--- src/rtl/clk_div_ctrl_pkg.sv ---
// Shared types and widths for the clk_div_ctrl clock-divider controller.
// Optional build macro CLK_DIV_CTRL_CNT_EN uses UPD_CNT_W and sat_inc().
package clk_div_ctrl_pkg;

    typedef enum logic [1:0] {
        IDLE = 2'd0,
        RUN  = 2'd1,
        PEND = 2'd2
    } state_t;

    localparam int DIV_W_DEFAULT = 8;
    localparam int UPD_CNT_W     = 8;

    localparam logic [UPD_CNT_W-1:0] UPD_CNT_MAX = '1;

    // Saturating increment for the update counter.
    function automatic logic [UPD_CNT_W-1:0] sat_inc(input logic [UPD_CNT_W-1:0] v);
        return (v == UPD_CNT_MAX) ? v : v + UPD_CNT_W'(1);
    endfunction

endpackage

--- src/rtl/clk_div_ctrl_rr_arb2.sv ---
// Two-requester round-robin arbiter; grant is one-hot or zero, and the
// priority pointer moves to the non-winning side whenever a grant is taken.
module rr_arb2
    import clk_div_ctrl_pkg::*;
(
    input  logic       clk,
    input  logic       reset,
    input  logic [1:0] req,
    input  logic       advance,
    output logic [1:0] gnt
);

    logic r_ptr;  // 0 favours requester 0 on contention

    always_comb begin
        // NOTE: gnt gets a default before the case so every path assigns it and no latch is inferred.
        gnt = 2'b00;
        case (req)
            2'b01:   gnt = 2'b01;
            2'b10:   gnt = 2'b10;
            2'b11:   gnt = r_ptr ? 2'b10 : 2'b01;
            default: gnt = 2'b00;
        endcase
    end

    always_ff @(posedge clk or posedge reset) begin
        // NOTE: sequential state uses non-blocking assignments so every flop samples pre-edge values.
        if (reset) begin
            r_ptr <= 1'b0;
        end else if (advance) begin
            r_ptr <= ~gnt[1];
        end
    end

endmodule

--- src/rtl/clk_div_ctrl.sv ---
// Programmable integer clock divider with round-robin shared config port and
// boundary-aligned ratio updates. Define CLK_DIV_CTRL_CNT_EN to add update_cnt.
module clk_div_ctrl
    import clk_div_ctrl_pkg::*;
#(
    parameter int W = DIV_W_DEFAULT
) (
    input  logic           clk,
    input  logic           reset,
    input  logic [1:0]     req_valid,
    input  logic [2*W-1:0] req_div,
    output logic [1:0]     req_ready,
    output logic [W-1:0]   cur_div,
    output logic           tick,
    output logic           div_out,
    output logic           running,
    output logic           update_done
`ifdef CLK_DIV_CTRL_CNT_EN
    ,output logic [UPD_CNT_W-1:0] update_cnt
`endif
);

    state_t       r_state;
    logic [W-1:0] r_cnt;
    logic [W-1:0] r_cur_div;
    logic [W-1:0] r_pend_div;
    logic         r_div_out;
    logic         r_update_done;

    logic [1:0]   w_gnt;
    logic [1:0]   w_ready;
    logic         w_accept;
    logic [W-1:0] w_acc_div;
    logic [W-1:0] w_last;
    logic         w_running;
    logic         w_tick;

    rr_arb2 u_arb (
        .clk     (clk),
        .reset   (reset),
        .req     (req_valid),
        .advance (w_accept),
        .gnt     (w_gnt)
    );

    // A held update blocks new requests until it has been applied.
    assign w_ready   = (r_state == PEND) ? 2'b00 : w_gnt;
    assign w_accept  = |(req_valid & w_ready);
    assign w_acc_div = w_gnt[1] ? req_div[2*W-1:W] : req_div[W-1:0];

    assign w_running = (r_state != IDLE);
    assign w_last    = r_cur_div - W'(1);
    assign w_tick    = w_running && (r_cnt == w_last);

    always_ff @(posedge clk or posedge reset) begin
        if (reset) begin
            r_state       <= IDLE;
            r_cnt         <= '0;
            r_cur_div     <= '0;
            r_pend_div    <= '0;
            r_div_out     <= 1'b0;
            r_update_done <= 1'b0;
        end else begin
            r_update_done <= 1'b0;

            if (w_running) begin
                if (w_tick) begin
                    r_cnt     <= '0;
                    r_div_out <= ~r_div_out;
                end else begin
                    r_cnt <= r_cnt + W'(1);
                end
            end

            // NOTE: a later non-blocking assignment to the same flop in this block overrides the counting default above.
            case (r_state)
                IDLE: begin
                    if (w_accept && (w_acc_div != '0)) begin
                        r_cur_div     <= w_acc_div;
                        r_cnt         <= '0;
                        r_div_out     <= 1'b0;
                        r_state       <= RUN;
                        r_update_done <= 1'b1;
                    end
                end
                RUN: begin
                    // A tick in the accept cycle still closes with the old ratio.
                    if (w_accept) begin
                        r_pend_div <= w_acc_div;
                        r_state    <= PEND;
                    end
                end
                PEND: begin
                    if (w_tick) begin
                        r_update_done <= 1'b1;
                        if (r_pend_div != '0) begin
                            r_cur_div <= r_pend_div;
                            r_state   <= RUN;
                        end else begin
                            r_cur_div <= '0;
                            r_div_out <= 1'b0;
                            r_state   <= IDLE;
                        end
                    end
                end
                default: r_state <= IDLE;
            endcase
        end
    end

`ifdef CLK_DIV_CTRL_CNT_EN
    logic [UPD_CNT_W-1:0] r_update_cnt;

    always_ff @(posedge clk or posedge reset) begin
        if (reset) begin
            r_update_cnt <= '0;
        end else if (r_update_done) begin
            r_update_cnt <= sat_inc(r_update_cnt);
        end
    end

    assign update_cnt = r_update_cnt;
`endif

    assign req_ready   = w_ready;
    assign cur_div     = r_cur_div;
    assign tick        = w_tick;
    assign div_out     = r_div_out;
    assign running     = w_running;
    assign update_done = r_update_done;

endmodule

--- config.mk ---
export PLATFORM = sky130hd
export DESIGN_NAME = clk_div_ctrl
export DESIGN_NICKNAME = d
export VERILOG_FILES = /design/src/rtl/clk_div_ctrl_pkg.sv /design/src/rtl/clk_div_ctrl_rr_arb2.sv /design/src/rtl/clk_div_ctrl.sv
export SDC_FILE = /design/constraint.sdc
export NUM_CORES = 1
export LEC_CHECK = 0
export CAP_MARGIN = 20
export CORE_ASPECT_RATIO = 1.75
export CORE_MARGIN = 10
export CORE_UTILIZATION = 40
export CTS_CLUSTER_SIZE = 40
export DETAILED_ROUTE_END_ITERATION = 10
export PLACE_DENSITY_LB_ADDON = 0.05
export SYNTH_ARGS = -nofsm -noshare
export SYNTH_HDL_FRONTEND = slang
export SYNTH_HIERARCHICAL = 1
export SYNTH_SLANG_ARGS = --single-unit
--- constraint.sdc ---
create_clock -name clk -period 4.47 [get_ports clk]
set_clock_uncertainty 0.05 [all_clocks]
set_input_delay 0.447 -clock clk [delete_from_list [all_inputs] [get_ports clk]]
set_output_delay 0.447 -clock clk [all_outputs]
set_load 0.01 [all_outputs]
# Yosys cells after proc, flatten, opt, wreduce, memory -nomap -nowiden
# Cells that the tools add are included.
dict set report classes {
  reduce_logical 11
  muxes 26
  eq_ne 9
  addsub 2
  bitwise 3
}
# op count
set ops {}
lappend ops {{two-way mux 8 bit} 8}
lappend ops {{case mux 8 bit (2 select lines)} 1}
lappend ops {{nonzero test 8 bit} 2}
lappend ops {{case mux 2 bit (3 select lines)} 2}
lappend ops {{two-way mux 2 bit} 5}
lappend ops {{adder 8 x 1 -> 8 bit, second input constant} 1}
lappend ops {{== test 8 bit} 1}
lappend ops {{two-way mux 1 bit} 8}
lappend ops {{subtractor 8 x 1 -> 8 bit, second input constant} 1}
lappend ops {{== test 2 bit, second input constant} 3}
lappend ops {{inequality test 2 bit, second input constant} 3}
lappend ops {{AND reduction 3 bit} 2}
lappend ops {{== test 2 x 1 -> 1 bit, second input constant} 2}
lappend ops {{case mux 1 bit (2 select lines)} 2}
lappend ops {{nonzero test 2 bit} 2}
lappend ops {{bitwise AND 2 bit} 1}
lappend ops {{logical AND 1 bit} 2}
lappend ops {{logical NOT 2 bit} 1}
lappend ops {{inverter 1 bit} 2}
lappend ops {{AND reduction 2 bit} 1}
lappend ops {{OR reduction 2 bit} 1}
dict set report totals {
  ff_bits 29
}

# Depth between registers and ports, before layout
# Gate-level depths: netlist (run 1).
dict set report logic_depth {
  ltp_word 8
  ltp_mapped 10
  depth_no_buf 8
}

# Hierarchy
# The synthesis (run 1) kept the hierarchy.
# mod instances cells_per_inst area_per_inst_um2 seq_area_each_um2
set modules_own_cells {}
lappend modules_own_cells {clk_div_ctrl 1 193 1735.4 700.7}
lappend modules_own_cells {rr_arb2 1 7 60.1 25.0}

# Worst setup path before layout (run 1)
# No wires, ideal clock.
dict set report synth_timing {
  path_type {flip-flop to output port}
  from {register r_cur_div[0] (netlist: cur_div[0])}
  to {output port tick}
  path_slack_ns 2.005
  n_path_buf 2
  required_time_ns 3.973
  stages_incl_launch_ff 10
  t_arrival_ns 1.968
  path_cell_list {dfrtp_1 > inv_1 > ha_1 > and2_1 > a211o_1 > a31oi_1 > nor4_4 > and2_1 > buf_4 > buf_6}
}
dict set report synth_between {
  elab_chain_len 3
}
# element line_no
set synth_rtl {}
lappend synth_rtl {{from (decl)} clk_div_ctrl.sv:25} ;# logic [W-1:0] r_cur_div;
lappend synth_rtl {{from (signal assigned)} clk_div_ctrl.sv:79} ;# r_cur_div <= w_acc_div;
lappend synth_rtl {{from (signal assigned)} clk_div_ctrl.sv:97} ;# r_cur_div <= r_pend_div;
lappend synth_rtl {{subtractor 8 x 1 -> 8 bit} clk_div_ctrl.sv:52} ;# assign w_last = r_cur_div - W'(1);
lappend synth_rtl {{== test 8 bit} clk_div_ctrl.sv:53} ;# assign w_tick = w_running && (r_cnt == w_last);
lappend synth_rtl {{logical AND 1 bit} clk_div_ctrl.sv:53}
lappend synth_rtl {{to (decl)} clk_div_ctrl.sv:14} ;# output logic tick,
# No other way between the ends.

# Final worst setup path (run 1)
# Same ends and word-level chain as after synthesis.

==> impl_metrics.ini, run 1 <==
[synth]
synth_ff_type = dfrtp_1
ys_seq_area_share_pct = 40.4
syn_nets = 222
async_flop_share_pct = 100
synth_cell_types = 45
postSynthCellCount = 200
syn_avg_cell_area_um2 = 8.98
synth_enable_flop_cells = 0
syn_area_um2 = 1800
yosysWarnings = 6
synth-seq-cells = 29

[cts]
cts_hold_buf = 0
clkTransAtPathRegs_ps = 70
cts_resized = 0
ctsLongestPathBuffers = 2
insertion_delay_ps = 280
cts_tree = yes
cts-root-buf = clkbuf_8
tritoncts.num_buffers = 5
clock_sinks = 29
htree_levels = 2
post_cts_buffers = 0

[min_path]
hold_path.class = in -> async

[timing]
post-route-period-util_pct = 82.6
final-max-slew-violation-count = 0
setup_viol = 0
worstMarginPinSlew_ps = 935
hold_viol_final = 0
rsz0062_at_grt = false
slew_headroom_pct = 37.4
fin_setup_tns_ps = 0
fin_crit_ps = 3690
clock.fmax_mhz = 271

[final_layout]
fin_area_um2 = 2310
final_cell_mix = 33 x clkdlybuf4s50_1, 29 x dfrtp_1, 27 x nor2_1
antennaDiodeCount = 0
mostFrequentLayoutCell = clkdlybuf4s50_1
syn_to_final_growth_pct = 28.6
fill_cells = 411
regArea_um2 = 726
multi_input_area_um2 = 983
fin_nets = 255
drive_above_1_share_pct = 6.41

[floorplanning]
rows = 32
core_area_um2 = 4360
die_area_um2 = 7670
die_w_um = 70.6
io_pins = 34
die_h_um = 109
initial_core_util_pct = 41.1

[routing]
vias_per_cell = 5.58
drtIter0Drc = 85
wire_per_inst_um = 16.3
drc = 0
firstDrtPassIters = 4
via_count = 1589
route.final.wire_length_mm = 4.64
ant_nets = 0

[power_and_ir_drop]
p_leak_nw = 1.01
ir_worst_vdd_v = 0.000308
powerDensity_nw_per_um2 = 532

[worst_setup_path]
cp_num_buf_inv = 2
r2r_slack_ps = 1770
worst_path_max_delay_cell = clkdlybuf4s50_1
crit_family = simple AND/OR/NAND/NOR gates
crit_arrival_ps = 3200
worst-endpoint-required_ps = 3970
slowest_delay_ps = 670
cp-end-kind = output port
r2r_start = r_state[1]
r2r-end = cur_div[3]
crit_top_cell = and2_1
critPathLaunchType = flip-flop
worstPathMaxFanout = 19
crit_chain = inv_1 -> ha_1 -> and2_1 -> nor4b_1 -> a31oi_1 -> nor4_4 -> and2_1 -> clkdlybuf4s50_1
reg2reg_depth = 6
worstSetupPathType = reg -> out

[grt]
first_global_vias = 1654
grt_max_degree = 29
antenna_found_initial = 0
grt_pass1_wl_mm = 7.79
grt_overflow = 0
track_usage_pct = 12.2

[flow_run]
drv_cap = 0

[run_status]
outcome = finished clean

[placed_design]
placed_area_um2 = 2150
io_buffer_count = 33
place_hpwl_mm = 3.70
place_congestion = 0.858
per-stage QoR:
| step | std cells | power [mW] | utilization, % | worst slack (ps) | hold slack [ps] |
|---|---|---|---|---|---|
| 3_5_place_dp | 276 | 0.906 | 49.2 | 1100 | 503 |
| 6_report | 285 | 1.23 | 52.9 | 777 | 271 |
| 3_3_place_gp | 276 | 0.896 | 49.2 | 1170 | 493 |
| 4_1_cts | 284 | 1.24 | 52.3 | 777 | 269 |
| 5_1_grt | 285 | 1.31 | 52.9 | 508 | 269 |
| 2_1_floorplan | 200 | 0.746 | - | 2000 | 126 |
flip-flops by register name, indices dropped and copies added (netlist names):
signal / count
r_cnt: 8
r_pend_div: 8
cur_div: 8
div_out: 1
update_done: 1
r_state: 2
u_arb/r_ptr: 1
logic make-up after synthesis:
family,share of synthesized area [%]
AOI/OAI and AO/OA,16.0
xor gates and xnor gates,6.83
adders and majority gates,1.39
buffers and inverters,4.81
DFF,40.4
muxes,4.46
and+or+nand+nor,26.1
worst max path at each step:
stage / startpoint / endpoint / slack, ps / depth (start not counted)
floorplan: cur_div[0] / tick / 2000 / 9
global placement: cur_div[0] / tick / 1170 / 8
detailed placement: cur_div[0] / tick / 1100 / 8
CTS: cur_div[0] / tick / 780 / 8
global route: cur_div[0] / tick / 510 / 8
finish: cur_div[0] / tick / 780 / 8
cell usage after synthesis (all sizes together) (2+ instances only):
cell,count,area [um^2]
a221oi,8,70.1
nand3b,2,15.0
mux2i,8,80.1
xnor2,8,70.1
o21ai,3,15.0
a21o,2,15.0
and3,9,56.3
nor2b,3,18.8
nand3,3,15.0
xor2,6,52.6
ha,2,25.0
inv,11,41.3
nand2,12,45.0
nand4,4,25.0
buf,3,22.5
clkbuf,5,18.8
a31oi,3,25.0
dfrtp,29,726
o21bai,2,15.0
and2,5,32.5
nor2,27,101
nor4,9,92.6
nor3,6,30.0
a21oi,15,75.1
nand2b,2,12.5
per-layer routing:
metal,global-route usage (%),share of wire [%]
met3,3.46,4.8
met4,5.42,2.4
met2,22.7,54
met1,12.2,39
met5,0,0
cell type report:
cell class / count / share of cell area [%]
Clock buffer: 5 / 2.98
Inverter: 12 / 1.95
Clock inverter: 3 / 2.82
Tap cell: 51 / 2.76
Sequential cell: 29 / 31.4
Multi-Input combinational cell: 151 / 42.6
Timing Repair Buffer: 34 / 15.5
power breakdown:
group / internal (mW) / switching [mW]
clock: 0.221 / 0.107
combinational: 0.223 / 0.235
sequential: 0.330 / 0.113
Note: power is estimated with default switching activity, not from simulation.
==> run 2: changes to the inputs <==
- clock period: 4.47 -> 3.3 ns (I/O delays scaled with it)
==> run 2 against run 1 <==
  * Wire length down 1.9%
  * Register-to-register slack lost 940 ps
  * Sequential cell count did not move
  * Clock-buffer cell count is 2 higher
  * Core utilization decreased by 0.57 points
  * Worst setup slack got worse by 550 ps
  * Global-route usage about the same
  * Sequential power increased by 35%
  * Clock power fell by 11%
==> impl_metrics.ini, run 2 (synthesis results as in run 1) <==
[cts]
clkTransAtPathRegs_ps = 60
cts_tree = yes
cts_hold_buf = 0
insertion_delay_ps = 280
cts_resized = 0
cts-root-buf = clkbuf_8
tritoncts.num_buffers = 5
htree_levels = 2
clock_sinks = 29
post_cts_buffers = 0
ctsLongestPathBuffers = 2

[worst_setup_path]
crit_family = simple AND/OR/NAND/NOR gates
worst-endpoint-required_ps = 2920
crit_top_cell = and2_1
worstSetupPathType = reg -> out
worst_path_max_delay_cell = clkdlybuf4s50_1
critPathLaunchType = flip-flop
cp_num_buf_inv = 2
worstPathMaxFanout = 6
crit_arrival_ps = 2700
crit_chain = inv_1 -> ha_1 -> and2_1 -> nor4b_1 -> a31oi_1 -> nor4_4 -> and2_1 -> clkdlybuf4s50_1
slowest_delay_ps = 540
cp-end-kind = output port

[final_layout]
final_cells = 287
mostFrequentLayoutCell = clkdlybuf4s50_1
fin_nets = 258
final_cell_mix = 33 x clkdlybuf4s50_1, 29 x dfrtp_1, 27 x nor2_1
final_util_pct = 52.4
fin_area_um2 = 2280
syn_to_final_growth_pct = 27.2
drive_above_1_share_pct = 6.78
antennaDiodeCount = 0

[timing]
rsz0062_at_grt = false
clock.fmax_mhz = 325
hold_viol_final = 0
post-route-period-util_pct = 93.2
slew_headroom_pct = 51.8
fin_setup_tns_ps = 0
setup_viol = 0
worstMarginPinSlew_ps = 716
final-max-slew-violation-count = 0
fin_crit_ps = 3080

[placed_design]
place_congestion = 0.795
place_inst = 279
io_buffer_count = 33
place_hpwl_mm = 3.67
placed_area_um2 = 2170

[floorplanning]
initial_core_util_pct = 41.1
die_w_um = 70.6
rows = 32
die_area_um2 = 7670
die_h_um = 109
core_area_um2 = 4360
io_pins = 34

[power_and_ir_drop]
p_leak_nw = 1.00
power_mw = 1.52
powerDensity_nw_per_um2 = 667
ir_worst_vdd_v = 0.000428

[routing]
routed.top_layer = met4
wl_met2_mm = 2.45
wire_per_inst_um = 15.8
wl_met1_mm = 1.79
via_count = 1599
route.final.wire_length_mm = 4.55
drc = 0
vias_per_cell = 5.57
drtIter0Drc = 81
dr_wl_met3_um = 227
ant_nets = 0
firstDrtPassIters = 4

[flow_run]
drv_cap = 0

[grt]
antenna_found_initial = 0
grt_max_degree = 29
track_usage_pct = 12.2
grt_pass1_wl_mm = 7.75
first_global_vias = 1674
grt_overflow = 0

[min_path]
hold_path.class = in -> async

[run_status]
outcome = finished clean
==> run 2: cell types whose count changed in the layout (fill, tap and decap cells not counted), sizes merged <==
cell,delta
clkinv,-1
clkbuf,+2
buf,+3
bufinv,-2
==> run 2: layout make-up <==
type	instances	area [um^2]
flip-flops and latches	29	726
well taps	51	63.8
fillers	417	2080
clock buffers	7	86.3
multi-input cells	151	983
inverters	12	45.0
repair buffers	37	380
==> run 2: layer usage <==
| layer | vias to the layer above | global-route usage, % |
|---|---|---|
| li1 | 790 | - |
| met1 | 764 | 12.2 |
| met2 | 37 | 22.8 |
| met3 | 8 | 3.55 |
| met4 | 0 | 4.72 |
| met5 | - | 0 |
==> run 2: path summary, 6_finish.rpt <==
kind,cells past startpoint,slack [ps],from,to
max,8,220,cur_div[0],tick
min,2,170,reset,u_arb/r_ptr
max reg2reg,9,830,cur_div[0],cur_div[0]
min reg2reg,2,510,r_pend_div[6],r_pend_div[6]
max in group asynchronous,3,2500,reset,update_done
min in group clk,2,510,r_pend_div[6],r_pend_div[6]
==> run 2: stage by stage <==
stage / hold slack (ps) / setup WS (ps)
floorplan: 8.71 / 952
global placement: 448 / 511
detailed placement: 463 / 468
CTS: 163 / 179
global route: 164 / 3.83
finish: 167 / 225
==> run 2: where the power goes <==
part / internal [mW] / switching (mW)
Sequential: 0.447 / 0.149
Clock: 0.165 / 0.127
Combinational: 0.309 / 0.326
==> run 3: changes to the inputs <==
- ABC_AREA: not set -> 1
==> run 3 against run 2 <==
  * Clock power up 12%
  * Cell area rose by 6.4%
  * Worst setup slack better by 140 ps
  * Maximum frequency up 4.8%
  * Cell count rose by 30%
  * Largest cell class unchanged
==> impl_metrics.ini, run 3 <==
[floorplanning]
die_area_um2 = 8260
initial_core_util_pct = 41.6
die_w_um = 73.1
core_area_um2 = 4750
io_pins = 34
rows = 33
die_h_um = 113

[worst_setup_path]
critPathLaunchType = flip-flop
crit_arrival_ps = 2550
cp-end-kind = output port
worst-endpoint-required_ps = 2920
worstPathMaxFanout = 6
worstSetupPathType = reg -> out

[power_and_ir_drop]
p_comb_share_pct = 52.0
cell_internal_pwr_mw = 1.14
powerDensity_nw_per_um2 = 854
clkPwrFrac_pct = 15.8
p_leak_nw = 1.23
ir_worst_vdd_v = 0.000520
power.switching_mw = 0.934
power_mw = 2.08
switching_share_pct = 45.0
pwr-share-seq_pct = 32.2

[final_layout]
syn_to_final_growth_pct = 23.0
mostFrequentLayoutCell = nand2_1
drive_above_1_share_pct = 10.9
fin_nets = 341
final_cell_mix = 98 x nand2_1, 38 x inv_1, 33 x clkdlybuf4s50_1
fin_area_um2 = 2430
final_util_pct = 51.2
antennaDiodeCount = 0
final_cells = 372

[synth]
synth_top_area_share_pct = 36.7
ys_seq_area_share_pct = 36.7
synth_ff_type = dfrtp_1
muxShareOfSynthArea_pct = 0
synthSimpleGateAreaFrac_pct = 38.2
async_flop_share_pct = 100
postSynthCellCount = 282
ys_top_cells_by_area = dfrtp_1 37%, nand2_1 19%, inv_1 7.2%
synth_compound_area_share_pct = 9.11
synth_cell_types = 24
synth-adder-area-share_pct = 1.27
synth_enable_flop_cells = 0
synth_top_family_by_area = simple AND/OR/NAND/NOR gates
synth_common_cells = 98 x nand2_1, 38 x inv_1, 29 x dfrtp_1
yosysWarnings = 6
yosysTopAreaCell = dfrtp_1
post_synth_xor_area_fraction_pct = 3.99
syn_nets = 304
synth-seq-cells = 29
syn_avg_cell_area_um2 = 7.01
syn_area_um2 = 1980
yosysMostFrequentCell = nand2_1

[timing]
post-route-period-util_pct = 88.9
fin_crit_ps = 2930
setup_slack_ps = 365
setup_viol = 0
worstMarginPinSlew_ps = 445
clock.fmax_mhz = 341
whs_ps = 152
slew_headroom_pct = 70.0
final-max-slew-violation-count = 0
rsz0062_at_grt = false
fin_setup_tns_ps = 0
hold_viol_final = 0

[cts]
htree_levels = 2
tritoncts.num_buffers = 5
clkTransAtPathRegs_ps = 60
ctsLongestPathBuffers = 2
cts_resized = 0
post_cts_buffers = 0
clock_sinks = 29
cts_tree = yes
cts_hold_buf = 0
insertion_delay_ps = 280
cts-root-buf = clkbuf_8

[grt]
antenna_found_initial = 0
first_global_vias = 1807
grt_overflow = 0
grt_use_met3_pct = 2.97
grt_pass1_wl_mm = 7.98
grt_max_degree = 29
grt-busiest-layer = met2
track_usage_pct = 12.0
grtUsageMet1_pct = 11.6
grt_use_met2_pct = 21.2

[placed_design]
dp_slack_ps = 614
place_hpwl_mm = 3.77
place_congestion = 0.856
placed_area_um2 = 2330
io_buffer_count = 33
place_inst = 364

[routing]
route.final.wire_length_mm = 4.71
drtIter0Drc = 97
via_count = 1820
drc = 0
ant_nets = 0
vias_per_cell = 4.89
firstDrtPassIters = 4
wire_per_inst_um = 12.7

[run_status]
outcome = finished clean

[min_path]
hold_path.class = in -> async

[flow_run]
drv_cap = 0
==> run 3: changes by cell type in the layout (fill, tap and decap cells not counted), sizes merged, moves of 3 or more <==
| cell | change |
|---|---|
| a21oi | -10 |
| a221oi | -8 |
| a31oi | -3 |
| and2 | -5 |
| and3 | -9 |
| inv | +30 |
| mux2i | -8 |
| nand2 | +91 |
| nand3 | +24 |
| nor2b | -3 |
| nor4 | -9 |
| o21ai | +22 |
| xnor2 | -4 |
==> run 3: path summary, 6_finish.rpt <==
kind / startpoint / end / slack (ps) / cells past startpoint
setup / recovery: cur_div[0] / tick / 370 / 11
hold / removal: reset / u_arb/r_ptr / 150 / 2
setup reg to reg: u_arb/r_ptr / r_cnt[4] / 1240 / 9
hold reg to reg: r_pend_div[2] / r_pend_div[2] / 470 / 2
max in group asynchronous: reset / update_done / 2540 / 3
min in group clk: r_pend_div[2] / r_pend_div[2] / 470 / 2
==> run 3: cells by family after synthesis <==
| kind of cell | Yosys count |
|---|---|
| simple gates | 166 |
| buf+inv | 46 |
| compound gates | 30 |
| flops | 29 |
| xor+xnor | 9 |
| fa+ha+maj | 2 |
==> run 3: area by class of cell <==
class,count,area (um^2)
multi-input combinational,207,1040
clock buffer,7,96.3
inverter,41,154
fill,501,2320
tap,52,65.1
sequential,29,726
timing repair buffer,35,345
clock inverter,1,5.00
==> run 3: routing by layer <==
metal,part of all wire [%],vias to the layer above
met5,0,-
met4,5.2,0
met3,4.8,19
met2,51,54
met1,39,798
li1,-,949
==> run 3: power groups by stage <==
stage | Combinational, mW | Clock, mW | Sequential, mW
global placement | 1.09 | 0 | 0.675
finish | 1.08 | 0.329 | 0.669
detailed placement | 1.10 | 0 | 0.675
floorplan | 0.781 | 0 | 0.657
global route | 1.24 | 0.351 | 0.690
CTS | 1.10 | 0.338 | 0.670
==> run 3: worst max-delay path: stages, from the launching register on <==
cell             delay (ps)
dfrtp_1                 410
inv_1                   120
ha_1                    320
inv_1                    40
nand2_1                  60
nand3_1                  70
nor2_1                  130
nand3_1                 130
nor2_4                  190
nand2_2                 130
inv_2                   130
clkdlybuf4s50_1         550
